**src/rtl/alu_pkg.sv**
```systemverilog
// Shared types for the ALU command sequencer: opcodes, flag bit positions and FSM states.
package alu_pkg;

  typedef enum logic [3:0] {
    OpSum  = 4'd0,
    OpSubs = 4'd1,
    OpAnd  = 4'd2,
    OpOr   = 4'd3,
    OpNot  = 4'd4,
    OpXor  = 4'd5,
    OpSll  = 4'd6,
    OpSla  = 4'd7,
    OpSrl  = 4'd8,
    OpSra  = 4'd9,
    OpF10  = 4'd10,
    OpF11  = 4'd11,
    OpF12  = 4'd12,
    OpF13  = 4'd13,
    OpF14  = 4'd14,
    OpF15  = 4'd15
  } alu_op_e;

  localparam int unsigned FLAG_N = 3;
  localparam int unsigned FLAG_Z = 2;
  localparam int unsigned FLAG_C = 1;
  localparam int unsigned FLAG_V = 0;

  typedef enum logic [1:0] {
    StIdle = 2'd0,
    StExec = 2'd1,
    StResp = 2'd2
  } seq_state_e;

  function automatic logic is_reserved(alu_op_e op);
    return op >= OpF10;
  endfunction

endpackage

```
**src/rtl/alu_cmd_sequencer_if.sv**
```systemverilog
// Command and response valid/ready channels between a requester and the ALU command sequencer.
interface alu_cmd_sequencer_if #(
  parameter int unsigned N     = 32,
  parameter int unsigned TAG_W = 4
);

  logic             cmd_valid;
  logic             cmd_ready;
  logic [3:0]       cmd_op;
  logic [N-1:0]     cmd_a;
  logic [N-1:0]     cmd_b;
  logic [TAG_W-1:0] cmd_tag;

  logic             rsp_valid;
  logic             rsp_ready;
  logic [N-1:0]     rsp_result;
  logic [3:0]       rsp_flags;
  logic [TAG_W-1:0] rsp_tag;
  logic             rsp_err;

  modport master (
    output cmd_valid, cmd_op, cmd_a, cmd_b, cmd_tag, rsp_ready,
    input  cmd_ready, rsp_valid, rsp_result, rsp_flags, rsp_tag, rsp_err
  );

  modport slave (
    input  cmd_valid, cmd_op, cmd_a, cmd_b, cmd_tag, rsp_ready,
    output cmd_ready, rsp_valid, rsp_result, rsp_flags, rsp_tag, rsp_err
  );

endinterface

```
**src/rtl/alu_flag_gen.sv**
```systemverilog
// Combinational {N,Z,C,V} generation from the executed op, its operands and the ALU result.
module alu_flag_gen
  import alu_pkg::*;
#(
  parameter int unsigned N = 32
) (
  input  alu_op_e      op_i,
  input  logic [N-1:0] a_i,
  input  logic [N-1:0] b_i,
  input  logic [N-1:0] result_i,
  output logic [3:0]   flags_o
);

  logic [N:0] sum;
  logic [N:0] diff;

  // Widened by one bit so the top bit is carry-out / borrow.
  assign sum  = {1'b0, a_i} + {1'b0, b_i};
  assign diff = {1'b0, a_i} - {1'b0, b_i};

  always_comb begin
    flags_o         = '0;
    flags_o[FLAG_N] = result_i[N-1];
    flags_o[FLAG_Z] = (result_i == '0);
    case (op_i)
      OpSum: begin
        flags_o[FLAG_C] = sum[N];
        flags_o[FLAG_V] = (a_i[N-1] == b_i[N-1]) && (sum[N-1] != a_i[N-1]);
      end
      OpSubs: begin
        flags_o[FLAG_C] = ~diff[N];
        flags_o[FLAG_V] = (a_i[N-1] != b_i[N-1]) && (diff[N-1] != a_i[N-1]);
      end
      default: begin
        flags_o[FLAG_C] = 1'b0;
        flags_o[FLAG_V] = 1'b0;
      end
    endcase
  end

endmodule

```
**src/rtl/alu_cmd_sequencer.sv**
```systemverilog
// Sequences one ALU command at a time: latch, drive the ALU for one cycle, hold the response.
// Define ALU_RESERVED_TRAP_EN to trap ops 10-15 with rsp_err set and zero result/flags.
module alu_cmd_sequencer
  import alu_pkg::*;
#(
  parameter int unsigned N     = 32,
  parameter int unsigned TAG_W = 4
) (
  input  logic                 clk_i,
  input  logic                 rst_i,
  alu_cmd_sequencer_if.slave   cmd_bus,
  output logic [3:0]           alu_sel_o,
  output logic [N-1:0]         alu_a_o,
  output logic [N-1:0]         alu_b_o,
  input  logic [N-1:0]         alu_result_i
);

  seq_state_e       state_q, state_d;
  alu_op_e          op_q;
  logic [N-1:0]     a_q, b_q;
  logic [TAG_W-1:0] tag_q;

  logic [N-1:0]     rsp_result_q;
  logic [3:0]       rsp_flags_q;
  logic [TAG_W-1:0] rsp_tag_q;
  logic             rsp_err_q;

  logic             latch_en, capture_en, cmd_ready, rsp_valid;
  logic [3:0]       flags_gen;
  logic [N-1:0]     result_c;
  logic [3:0]       flags_c;
  logic             err_c;

  alu_flag_gen #(
    .N (N)
  ) u_flag_gen (
    .op_i     (op_q),
    .a_i      (a_q),
    .b_i      (b_q),
    .result_i (alu_result_i),
    .flags_o  (flags_gen)
  );

`ifdef ALU_RESERVED_TRAP_EN
  always_comb begin
    err_c    = is_reserved(op_q);
    result_c = err_c ? '0 : alu_result_i;
    flags_c  = err_c ? '0 : flags_gen;
  end
`else
  always_comb begin
    err_c    = 1'b0;
    result_c = alu_result_i;
    flags_c  = flags_gen;
  end
`endif

  always_comb begin
    state_d    = state_q;
    latch_en   = 1'b0;
    capture_en = 1'b0;
    cmd_ready  = 1'b0;
    rsp_valid  = 1'b0;
    unique case (state_q)
      StIdle: begin
        cmd_ready = 1'b1;
        if (cmd_bus.cmd_valid) begin
          latch_en = 1'b1;
          state_d  = StExec;
        end
      end
      StExec: begin
        capture_en = 1'b1;
        state_d    = StResp;
      end
      StResp: begin
        rsp_valid = 1'b1;
        if (cmd_bus.rsp_ready) begin
          state_d = StIdle;
        end
      end
      default: state_d = StIdle;
    endcase
  end

  always_ff @(posedge clk_i) begin
    if (rst_i) begin
      state_q      <= StIdle;
      op_q         <= OpSum;
      a_q          <= '0;
      b_q          <= '0;
      tag_q        <= '0;
      rsp_result_q <= '0;
      rsp_flags_q  <= '0;
      rsp_tag_q    <= '0;
      rsp_err_q    <= 1'b0;
    end else begin
      state_q <= state_d;
      if (latch_en) begin
        op_q  <= alu_op_e'(cmd_bus.cmd_op);
        a_q   <= cmd_bus.cmd_a;
        b_q   <= cmd_bus.cmd_b;
        tag_q <= cmd_bus.cmd_tag;
      end
      if (capture_en) begin
        rsp_result_q <= result_c;
        rsp_flags_q  <= flags_c;
        rsp_tag_q    <= tag_q;
        rsp_err_q    <= err_c;
      end
    end
  end

  // Handshake outputs are forced low while reset is asserted, whatever the state register holds.
  assign cmd_bus.cmd_ready  = cmd_ready & ~rst_i;
  assign cmd_bus.rsp_valid  = rsp_valid & ~rst_i;
  assign cmd_bus.rsp_result = rsp_result_q;
  assign cmd_bus.rsp_flags  = rsp_flags_q;
  assign cmd_bus.rsp_tag    = rsp_tag_q;
  assign cmd_bus.rsp_err    = rsp_err_q;

  assign alu_sel_o = op_q;
  assign alu_a_o   = a_q;
  assign alu_b_o   = b_q;

endmodule

```
**src/flat_wrapper.sv**
```systemverilog
// flat-port wrapper written by rule: the top's interface ports become plain ports
module alu_cmd_sequencer_flat import alu_pkg::*;
#(
  parameter int unsigned N     = 32,
  parameter int unsigned TAG_W = 4
)
  (clk_i, rst_i, alu_sel_o, alu_a_o, alu_b_o, alu_result_i, cmd_bus_cmd_valid, cmd_bus_cmd_op, cmd_bus_cmd_a, cmd_bus_cmd_b, cmd_bus_cmd_tag, cmd_bus_rsp_ready, cmd_bus_cmd_ready, cmd_bus_rsp_valid, cmd_bus_rsp_result, cmd_bus_rsp_flags, cmd_bus_rsp_tag, cmd_bus_rsp_err);
  alu_cmd_sequencer_if #(.N(N), .TAG_W(TAG_W)) cmd_bus_i ();
  input  logic clk_i;
  input  logic rst_i;
  output logic [3:0] alu_sel_o;
  output logic [N-1:0] alu_a_o;
  output logic [N-1:0] alu_b_o;
  input  logic [N-1:0] alu_result_i;
  input wire logic [$bits(cmd_bus_i.cmd_valid)-1:0] cmd_bus_cmd_valid;
  input wire logic [$bits(cmd_bus_i.cmd_op)-1:0] cmd_bus_cmd_op;
  input wire logic [$bits(cmd_bus_i.cmd_a)-1:0] cmd_bus_cmd_a;
  input wire logic [$bits(cmd_bus_i.cmd_b)-1:0] cmd_bus_cmd_b;
  input wire logic [$bits(cmd_bus_i.cmd_tag)-1:0] cmd_bus_cmd_tag;
  input wire logic [$bits(cmd_bus_i.rsp_ready)-1:0] cmd_bus_rsp_ready;
  output wire logic [$bits(cmd_bus_i.cmd_ready)-1:0] cmd_bus_cmd_ready;
  output wire logic [$bits(cmd_bus_i.rsp_valid)-1:0] cmd_bus_rsp_valid;
  output wire logic [$bits(cmd_bus_i.rsp_result)-1:0] cmd_bus_rsp_result;
  output wire logic [$bits(cmd_bus_i.rsp_flags)-1:0] cmd_bus_rsp_flags;
  output wire logic [$bits(cmd_bus_i.rsp_tag)-1:0] cmd_bus_rsp_tag;
  output wire logic [$bits(cmd_bus_i.rsp_err)-1:0] cmd_bus_rsp_err;
  assign cmd_bus_i.cmd_valid = cmd_bus_cmd_valid;
  assign cmd_bus_i.cmd_op = cmd_bus_cmd_op;
  assign cmd_bus_i.cmd_a = cmd_bus_cmd_a;
  assign cmd_bus_i.cmd_b = cmd_bus_cmd_b;
  assign cmd_bus_i.cmd_tag = cmd_bus_cmd_tag;
  assign cmd_bus_i.rsp_ready = cmd_bus_rsp_ready;
  assign cmd_bus_cmd_ready = cmd_bus_i.cmd_ready;
  assign cmd_bus_rsp_valid = cmd_bus_i.rsp_valid;
  assign cmd_bus_rsp_result = cmd_bus_i.rsp_result;
  assign cmd_bus_rsp_flags = cmd_bus_i.rsp_flags;
  assign cmd_bus_rsp_tag = cmd_bus_i.rsp_tag;
  assign cmd_bus_rsp_err = cmd_bus_i.rsp_err;
  alu_cmd_sequencer #(.N(N), .TAG_W(TAG_W)) u_core (.clk_i(clk_i), .rst_i(rst_i), .cmd_bus(cmd_bus_i), .alu_sel_o(alu_sel_o), .alu_a_o(alu_a_o), .alu_b_o(alu_b_o), .alu_result_i(alu_result_i));
endmodule
```
**config.mk**
```make
export PLATFORM = sky130hd
export DESIGN_NAME = alu_cmd_sequencer_flat
export DESIGN_NICKNAME = d
export VERILOG_FILES = /design/src/rtl/alu_pkg.sv /design/src/rtl/alu_cmd_sequencer_if.sv /design/src/rtl/alu_flag_gen.sv /design/src/rtl/alu_cmd_sequencer.sv /design/src/flat_wrapper.sv
export SDC_FILE = /design/constraint.sdc
export NUM_CORES = 1
export LEC_CHECK = 0
export CORE_ASPECT_RATIO = 0.7
export CORE_MARGIN = 2
export CORE_UTILIZATION = 48
export CTS_BUF_LIST = sky130_fd_sc_hd__clkbuf_16
export CTS_CLUSTER_DIAMETER = 200
export CTS_CLUSTER_SIZE = 14
export DETAILED_ROUTE_END_ITERATION = 7
export PLACE_DENSITY = 0.87
export SYNTH_ARGS = -nofsm -noshare
export SYNTH_HDL_FRONTEND = slang
export SYNTH_SLANG_ARGS = --single-unit
```
**constraint.sdc**
```tcl
create_clock -name clk_i -period 6.8 [get_ports clk_i]
set_clock_uncertainty 0.2 [all_clocks]
set_input_delay 0.68 -clock clk_i [delete_from_list [all_inputs] [get_ports clk_i]]
set_output_delay 0.68 -clock clk_i [all_outputs]
set_load 0.01 [all_outputs]
```
==> flow_metrics.tcl, run 1 <==
set metrics [dict create \
    status "complete, no violations" \
    timing.final.crit_period_ps 3070 \
    die_area_um2 12600 \
    endpoint_of_the_worst_slack_reg_to_reg_timing_path "u_core.cmd_bus.rsp_flags[0]" \
    worst-r2r-setup-slack_ps 3730 \
    cts-buffers-inserted 17 \
    hp-start "u_core.cmd_bus.rsp_result[1]" \
    worst_skew_pair.late_latency_ps 400 \
    portBuffers 217 \
    grt_antenna_before_repair 0 \
    peakVddDrop_mv 0.190 \
    crit_path_cell_trace "inv_1 > ha_1 > nor2_1 > or4b_2 > nor4b_1 > a211oi_2 > a221oi_2 > or3_1 > a31oi_1" \
    drt-vias-per-instance 5.21 \
    critical_path.endpoint_type "register" \
    post_cts_clock_slew_at_the_launch_and_capture_registers_of_the_worst_setup_and_hold_paths_ps 60 \
    postCtsSetupRepairBufs 0 \
    drt_pre_antenna_iters 5 \
    count_of_pins_over_their_slew_limit 0 \
    synth-edff-count 0 \
    power_density_nw_per_um2 240 \
    post_synth.cell_area_avg_um2 7.63 \
    via_count_of_the_first_global_routing_pass 5278 \
    finalSetupTns_ps 0 \
    timing.fmax_ghz 0.326 \
    remaining_drc_errors 0 \
    reg2regPathDepth 9 \
    p_leak_uw 0.00337 \
    htreeDepth 4 \
    asyncSetResetFlopFracSynth_pct 0 \
    netlist-cell-type-count 44 \
    placement_rows 33 \
    count_of_vias_placed_by_the_detailed_router 5780 \
    critical_path_startpoint_category "register" \
    ctsLongestPathBuffers 2 \
    fp.dieH_um 94.6 \
    post_synth_top_area_cell "sky130_fd_sc_hd__dfxtp_1" \
    crit_buf_inv 1 \
    cts-root-buf "sky130_fd_sc_hd__clkbuf_16" \
    syn_inst 738 \
    timing.max_cap.violations 0 \
    synth_top_area_share_pct 40.2 \
    antenna_cells 0 \
    grt_start_max_net_pins 73 \
    finalWirelength_um 16300 \
    drtAntennaViolNets 0 \
    critical-path-top-delay-family "simple AND/OR/NAND/NOR gates" \
    cpMaxStageDelayCell "sky130_fd_sc_hd__or4b_2" \
    fillerInstances 889 \
    initial_utilization_pct 48.7 \
    grt_pass1_wl_um 26200 \
    final_hold_viol_count 0 \
    netlist_top_cells_count "sky130_fd_sc_hd__nand2_1, sky130_fd_sc_hd__a21oi_1, sky130_fd_sc_hd__dfxtp_1" \
    hold-path-endpoint "u_core.cmd_bus.rsp_result[1]" \
    min_period_over_period_pct 45.1 \
    path_class "reg2reg" \
    grt.total_usage_pct 25.7 \
    synth.top_cells.by_area "sky130_fd_sc_hd__dfxtp_1, sky130_fd_sc_hd__nand2_1, sky130_fd_sc_hd__ha_1, sky130_fd_sc_hd__a21oi_1, sky130_fd_sc_hd__inv_1" \
    yosysSeqAreaShare_pct 40.2 \
    post_cts.resized_instances 0 \
    synth-compound-area-share_pct 17.5 \
    largest_family_of_logic_cells_by_synthesized_area "simple AND/OR/NAND/NOR gates" \
    synthMostInstantiatedCell "sky130_fd_sc_hd__nand2_1" \
    regToRegStartpoint "u_core.alu_b_o[14]" \
    critical_path_required_ps 6880 \
    final_area_um2 8520 \
    post_synth_xor_area_fraction_pct 0 \
    cts_hold_repair.buffers 0 \
    cts_num_sinks 113 \
    detail_route.wl_per_cell_um 14.7 \
    critical_path.max_fanout 5 \
    final-setup-viol-count 0 \
    slew_headroom_pct 48.8 \
    rsz0062_at_grt "false" \
    die_width_um 133 \
    area.growth.synth_to_final_pct 51.2 \
    grt-ovfl-total 0 \
    critPathMaxStageDelay_ps 650 \
    clock_tree_from_tritoncts "yes" \
    ys_ff_latch 113 \
    gpl.final_weighted_congestion 0.898 \
    synth_warnings 0 \
    critical_path_arrival_ps 3140 \
    hold_crit_class "reg2reg" \
    pin_count 219 \
    post_synth_fa_ha_maj_area_fraction_pct 13.8 \
    hold_depth 2 \
    synthMuxAreaShare_pct 0 \
    finish.net_count 1109 \
    layout_cells_sized_above_1_pct 5.04 \
    drt_iter0_drc 357 \
    synthesis.nets 908 \
    worstMarginPinSlew_ps 769 \
    dp.final_hpwl_um 11600 \
    postSynth.topFlopCell "sky130_fd_sc_hd__dfxtp_1" \
    post_synth_and_or_nand_nor_area_fraction_pct 22.8 \
    placedInstanceArea_um2 7890 \
    postLayoutCoreUtil_pct 73.7 \
    fp.coreArea_um2 11600 \
    synthesis.area_um2 5630 \
]
-- worst min-delay path, cell delays in order, from the launching register on --
cell and delay, ps:
sky130_fd_sc_hd__dfxtp_1 310, sky130_fd_sc_hd__nand2_1 50, sky130_fd_sc_hd__a21oi_1 50
-- per-stage QoR --
step / setup WS [ps] / total power [µW] / cells / hold slack [ps]
6_report: 3730 / 2050 / 1109 / 253
5_1_grt: 3480 / 2140 / 1109 / 269
4_1_cts: 3710 / 2060 / 1109 / 251
3_5_place_dp: 3940 / 1110 / 1077 / 243
3_3_place_gp: 4090 / 1100 / 1077 / 238
2_1_floorplan: 4150 / 924 / 738 / 232
-- kinds of logic after synthesis --
| logic type | count (synthesis) |
|---|---|
| other cells | 1 |
| simple gates | 302 |
| fa+ha+maj | 62 |
| flops | 113 |
| buf+inv | 84 |
| compound gates | 176 |
-- per-layer routing --
layer | global-route usage [%] | vias up | wire length (µm)
met1 | 34.5 | 2677 | 7490
met2 | 40.6 | 211 | 7440
met5 | 0 | - | 0
li1 | - | 2881 | -
met3 | 7.94 | 11 | 1300
met4 | 6.29 | 0 | 117
-- worst max path at each step --
| stage | startpoint | end | slack, ps | cells past startpoint |
|---|---|---|---|---|
| after detailed placement | u_core.alu_b_o[14] | u_core.cmd_bus.rsp_flags[0] | 3940 | 9 |
| after global routing | u_core.alu_b_o[15] | u_core.cmd_bus.rsp_flags[0] | 3480 | 9 |
| after floorplan | u_core.alu_b_o[14] | u_core.cmd_bus.rsp_flags[0] | 4150 | 9 |
| after global placement | u_core.alu_b_o[2] | u_core.cmd_bus.rsp_flags[0] | 4090 | 9 |
| final | u_core.alu_b_o[14] | u_core.cmd_bus.rsp_flags[0] | 3730 | 9 |
| after CTS | u_core.alu_b_o[14] | u_core.cmd_bus.rsp_flags[0] | 3710 | 9 |
-- report_power, final --
group	leakage, µW	switching, µW	internal (µW)
clock	0.000296	332	616
combinational	0.00215	176	184
sequential	0.000925	38.6	701
-- cell type report --
class                           count  area (µm²)  share of cell area [%]
Multi-Input combinational cell    541        3050                    35.9
Sequential cell                   113        2260                    26.6
Timing Repair Buffer              222        2210                    25.9
Clock buffer                       17         425                    4.99
Clock inverter                     15         208                    2.44
Tap cell                          157         196                    2.31
Inverter                           44         165                    1.94
-- layout by cell type (no fill, tap or decap), types with 3 or more instances in the layout --
cell type,synthesis,routed
sky130_fd_sc_hd__nand2_1,229,228
sky130_fd_sc_hd__clkdlybuf4s50_1,0,216
sky130_fd_sc_hd__a21oi_1,133,133
sky130_fd_sc_hd__dfxtp_1,113,113
sky130_fd_sc_hd__ha_1,62,62
sky130_fd_sc_hd__inv_1,44,44
sky130_fd_sc_hd__clkbuf_16,0,17
sky130_fd_sc_hd__nor2_1,15,15
sky130_fd_sc_hd__o21ai_0,12,12
sky130_fd_sc_hd__nor4_1,11,11
sky130_fd_sc_hd__nor3_1,9,9
sky130_fd_sc_hd__nand3_1,7,7
sky130_fd_sc_hd__nand4_1,6,6
sky130_fd_sc_hd__buf_4,2,6
sky130_fd_sc_hd__a211oi_1,5,5
sky130_fd_sc_hd__nor2b_1,6,5
sky130_fd_sc_hd__nand2b_1,4,4
sky130_fd_sc_hd__o21bai_1,4,4
sky130_fd_sc_hd__bufinv_16,0,4
sky130_fd_sc_hd__clkinvlp_4,0,4
sky130_fd_sc_hd__clkinv_4,0,4
sky130_fd_sc_hd__a31oi_1,3,3
sky130_fd_sc_hd__o211ai_1,3,3
-- flip-flops by register name, summed over array words and instances, names as in the netlist --
name                       flops
u_core.state_q                 2
u_core.cmd_bus.rsp_result     32
u_core.cmd_bus.rsp_tag         4
u_core.cmd_bus.rsp_flags       3
u_core.alu_sel_o               4
u_core.alu_b_o                32
u_core.alu_a_o                32
u_core.tag_q                   4
(Power assumes the default switching activity.)
==> run 2, diff against run 1 <==
--- a/config.mk
+++ b/config.mk
@@ -7,12 +7,12 @@
 export LEC_CHECK = 0
 export CORE_ASPECT_RATIO = 0.7
 export CORE_MARGIN = 2
-export CORE_UTILIZATION = 48
+export CORE_UTILIZATION = 44
 export CTS_BUF_LIST = sky130_fd_sc_hd__clkbuf_16
 export CTS_CLUSTER_DIAMETER = 200
 export CTS_CLUSTER_SIZE = 14
 export DETAILED_ROUTE_END_ITERATION = 7
-export PLACE_DENSITY = 0.87
+export PLACE_DENSITY = 0.81
 export SYNTH_ARGS = -nofsm -noshare
 export SYNTH_HDL_FRONTEND = slang
 export SYNTH_SLANG_ARGS = --single-unit
==> constraint.sdc (replaced) <==
create_clock -name clk_i -period 3.05 [get_ports clk_i]
set_clock_uncertainty 0.2 [all_clocks]
set_input_delay 0.305 -clock clk_i [delete_from_list [all_inputs] [get_ports clk_i]]
set_output_delay 0.305 -clock clk_i [all_outputs]
set_load 0.01 [all_outputs]
==> run 2 against run 1 <==
  * First-iteration DRC count fell by 22%
  * Critical endpoint unchanged
  * Setup slack got worse by 3600 ps
  * Largest cell class unchanged
  * Sequential cell count did not move
  * Global-route usage fell by 1.3 points
==> flow_metrics.tcl, run 2 (synthesis gave the netlist of run 1 again) <==
set metrics [dict create \
    status "complete, no violations" \
    die_width_um 139 \
    timing.max_cap.violations 0 \
    critical_path.endpoint_type "register" \
    crit_buf_inv 1 \
    layout.cells.most_common "sky130_fd_sc_hd__nand2_1" \
    post_cts_clock_slew_at_the_launch_and_capture_registers_of_the_worst_setup_and_hold_paths_ps 50 \
    remaining_drc_errors 0 \
    final-setup-viol-count 0 \
    via_count_of_the_first_global_routing_pass 5425 \
    cts_num_sinks 113 \
    drt-vias-per-instance 5.09 \
    power.total_uw 4190 \
    drt_pre_antenna_iters 5 \
    layout_cells_sized_above_1_pct 4.21 \
    power_density_nw_per_um2 496 \
    clock_tree_from_tritoncts "yes" \
    grt_start_max_net_pins 71 \
    critical_path_startpoint_category "register" \
    grt.total_usage_pct 24.4 \
    fp.coreArea_um2 12500 \
    cts-buffers-inserted 17 \
    initial_utilization_pct 45.2 \
    dp.final_hpwl_um 12300 \
    critical_path.max_fanout 5 \
    postCtsSetupRepairBufs 0 \
    detail_route.wl_per_cell_um 15.2 \
    slew_headroom_pct 47.7 \
    critical-path-top-delay-family "simple AND/OR/NAND/NOR gates" \
    timing.final.crit_period_ps 2890 \
    hold_crit_class "in2reg" \
    timing.fmax_ghz 0.346 \
    critical_path_required_ps 3120 \
    portBuffers 217 \
    drt_iter0_drc 277 \
    path_class "reg2reg" \
    fillerInstances 1023 \
    grt-ovfl-total 0 \
    layout_common_cells "sky130_fd_sc_hd__nand2_1, sky130_fd_sc_hd__clkdlybuf4s50_1, sky130_fd_sc_hd__a21oi_1" \
    critPathMaxStageDelay_ps 640 \
    area.growth.synth_to_final_pct 50.0 \
    worstMarginPinSlew_ps 777 \
    antenna_cells 0 \
    cts_hold_repair.buffers 0 \
    critical_path_arrival_ps 2960 \
    p_leak_uw 0.00334 \
    die_area_um2 13700 \
    worst_skew_pair.late_latency_ps 400 \
    cpMaxStageDelayCell "sky130_fd_sc_hd__or4b_2" \
    count_of_pins_over_their_slew_limit 0 \
    count_of_vias_placed_by_the_detailed_router 5666 \
    fp.dieH_um 98.7 \
    placedInstanceArea_um2 7930 \
    finalWirelength_um 16900 \
    grt_antenna_before_repair 0 \
    gpl.final_weighted_congestion 0.864 \
    final_hold_viol_count 0 \
    grt_pass1_wl_um 27100 \
    peakVddDrop_mv 0.442 \
    final_area_um2 8450 \
    ctsLongestPathBuffers 2 \
    pin_count 219 \
    htreeDepth 4 \
    crit_path_cell_trace "inv_1 > ha_1 > nor2_1 > or4b_2 > nor4b_2 > a211oi_4 > a221oi_2 > or3_1 > a31oi_1" \
    cts-root-buf "sky130_fd_sc_hd__clkbuf_16" \
    min_period_over_period_pct 94.8 \
    placement_rows 34 \
    drtAntennaViolNets 0 \
    finish.net_count 1111 \
]
[run 2: cell type report]
type	instances	area [µm²]	share of cell area, %
well taps	162	203	2.40
clock buffers	17	425	5.04
repair buffers	224	2250	26.6
multi-input cells	541	3070	36.3
clock inverters	12	77.6	0.918
inverters	44	165	1.95
flip-flops and latches	113	2260	26.8
[run 2: tightest hold or removal path, cell delays in order]
cell	delay, ps
sky130_fd_sc_hd__clkdlybuf4s50_1	390
sky130_fd_sc_hd__nand2_1	50
sky130_fd_sc_hd__a21oi_1	50
[run 2: through the flow]
stage / TNS, ps / setup WS [ps] / util (%) / std cells / hold slack [ps]
3_5_place_dp: 0 / 127 / 63.6 / 1084 / 242
3_3_place_gp: 0 / 294 / 63.6 / 1084 / 238
4_1_cts: 0 / 63.4 / 67.7 / 1113 / 235
5_1_grt: -30.5 / -30.5 / 67.8 / 1113 / 237
6_report: 0 / 159 / 67.8 / 1113 / 246
2_1_floorplan: 0 / 395 / - / 738 / 227
[run 2: path summary, 6_finish.rpt]
path,from,to,slack [ps],cells past startpoint
setup / recovery,u_core.alu_b_o[14],u_core.cmd_bus.rsp_flags[0],160,9
hold / removal,cmd_bus_cmd_b[24],u_core.alu_b_o[24],250,3
setup reg to reg,u_core.alu_b_o[14],u_core.cmd_bus.rsp_flags[0],160,9
hold reg to reg,u_core.tag_q[0],u_core.cmd_bus.rsp_tag[0],250,2
[run 2: timing repair]
| item | 4_1_cts | 5_1_grt |
|---|---|---|
| hold endpoints to repair | 0 | 0 |
| gates resized for setup | 0 | 2 |
| endpoints found under the setup margin | 0 | 1 |
[run 2: per-layer routing]
| metal | track usage [%] | part of all wire [%] | vias up |
|---|---|---|---|
| li1 | - | - | 2874 |
| met1 | 32.0 | 47 | 2583 |
| met4 | 6.29 | 1.3 | 0 |
| met3 | 9.86 | 8.8 | 17 |
| met2 | 37.6 | 43 | 192 |
| met5 | 0 | 0 | - |
[run 2: report_power, final]
group | switching [µW] | internal [µW]
Sequential | 82.8 | 1570
Clock | 642 | 1070
Combinational | 407 | 420
Total | 1130 | 3060
==> run 3, diff against run 2 <==
--- a/config.mk
+++ b/config.mk
@@ -12,6 +12,7 @@
 export CTS_CLUSTER_DIAMETER = 200
 export CTS_CLUSTER_SIZE = 14
 export DETAILED_ROUTE_END_ITERATION = 7
+export HOLD_SLACK_MARGIN = 0.02
 export PLACE_DENSITY = 0.81
 export SYNTH_ARGS = -nofsm -noshare
 export SYNTH_HDL_FRONTEND = slang
==> results of run 3 <==
The final DEF is identical to that of run 2; final timing and power are the same.
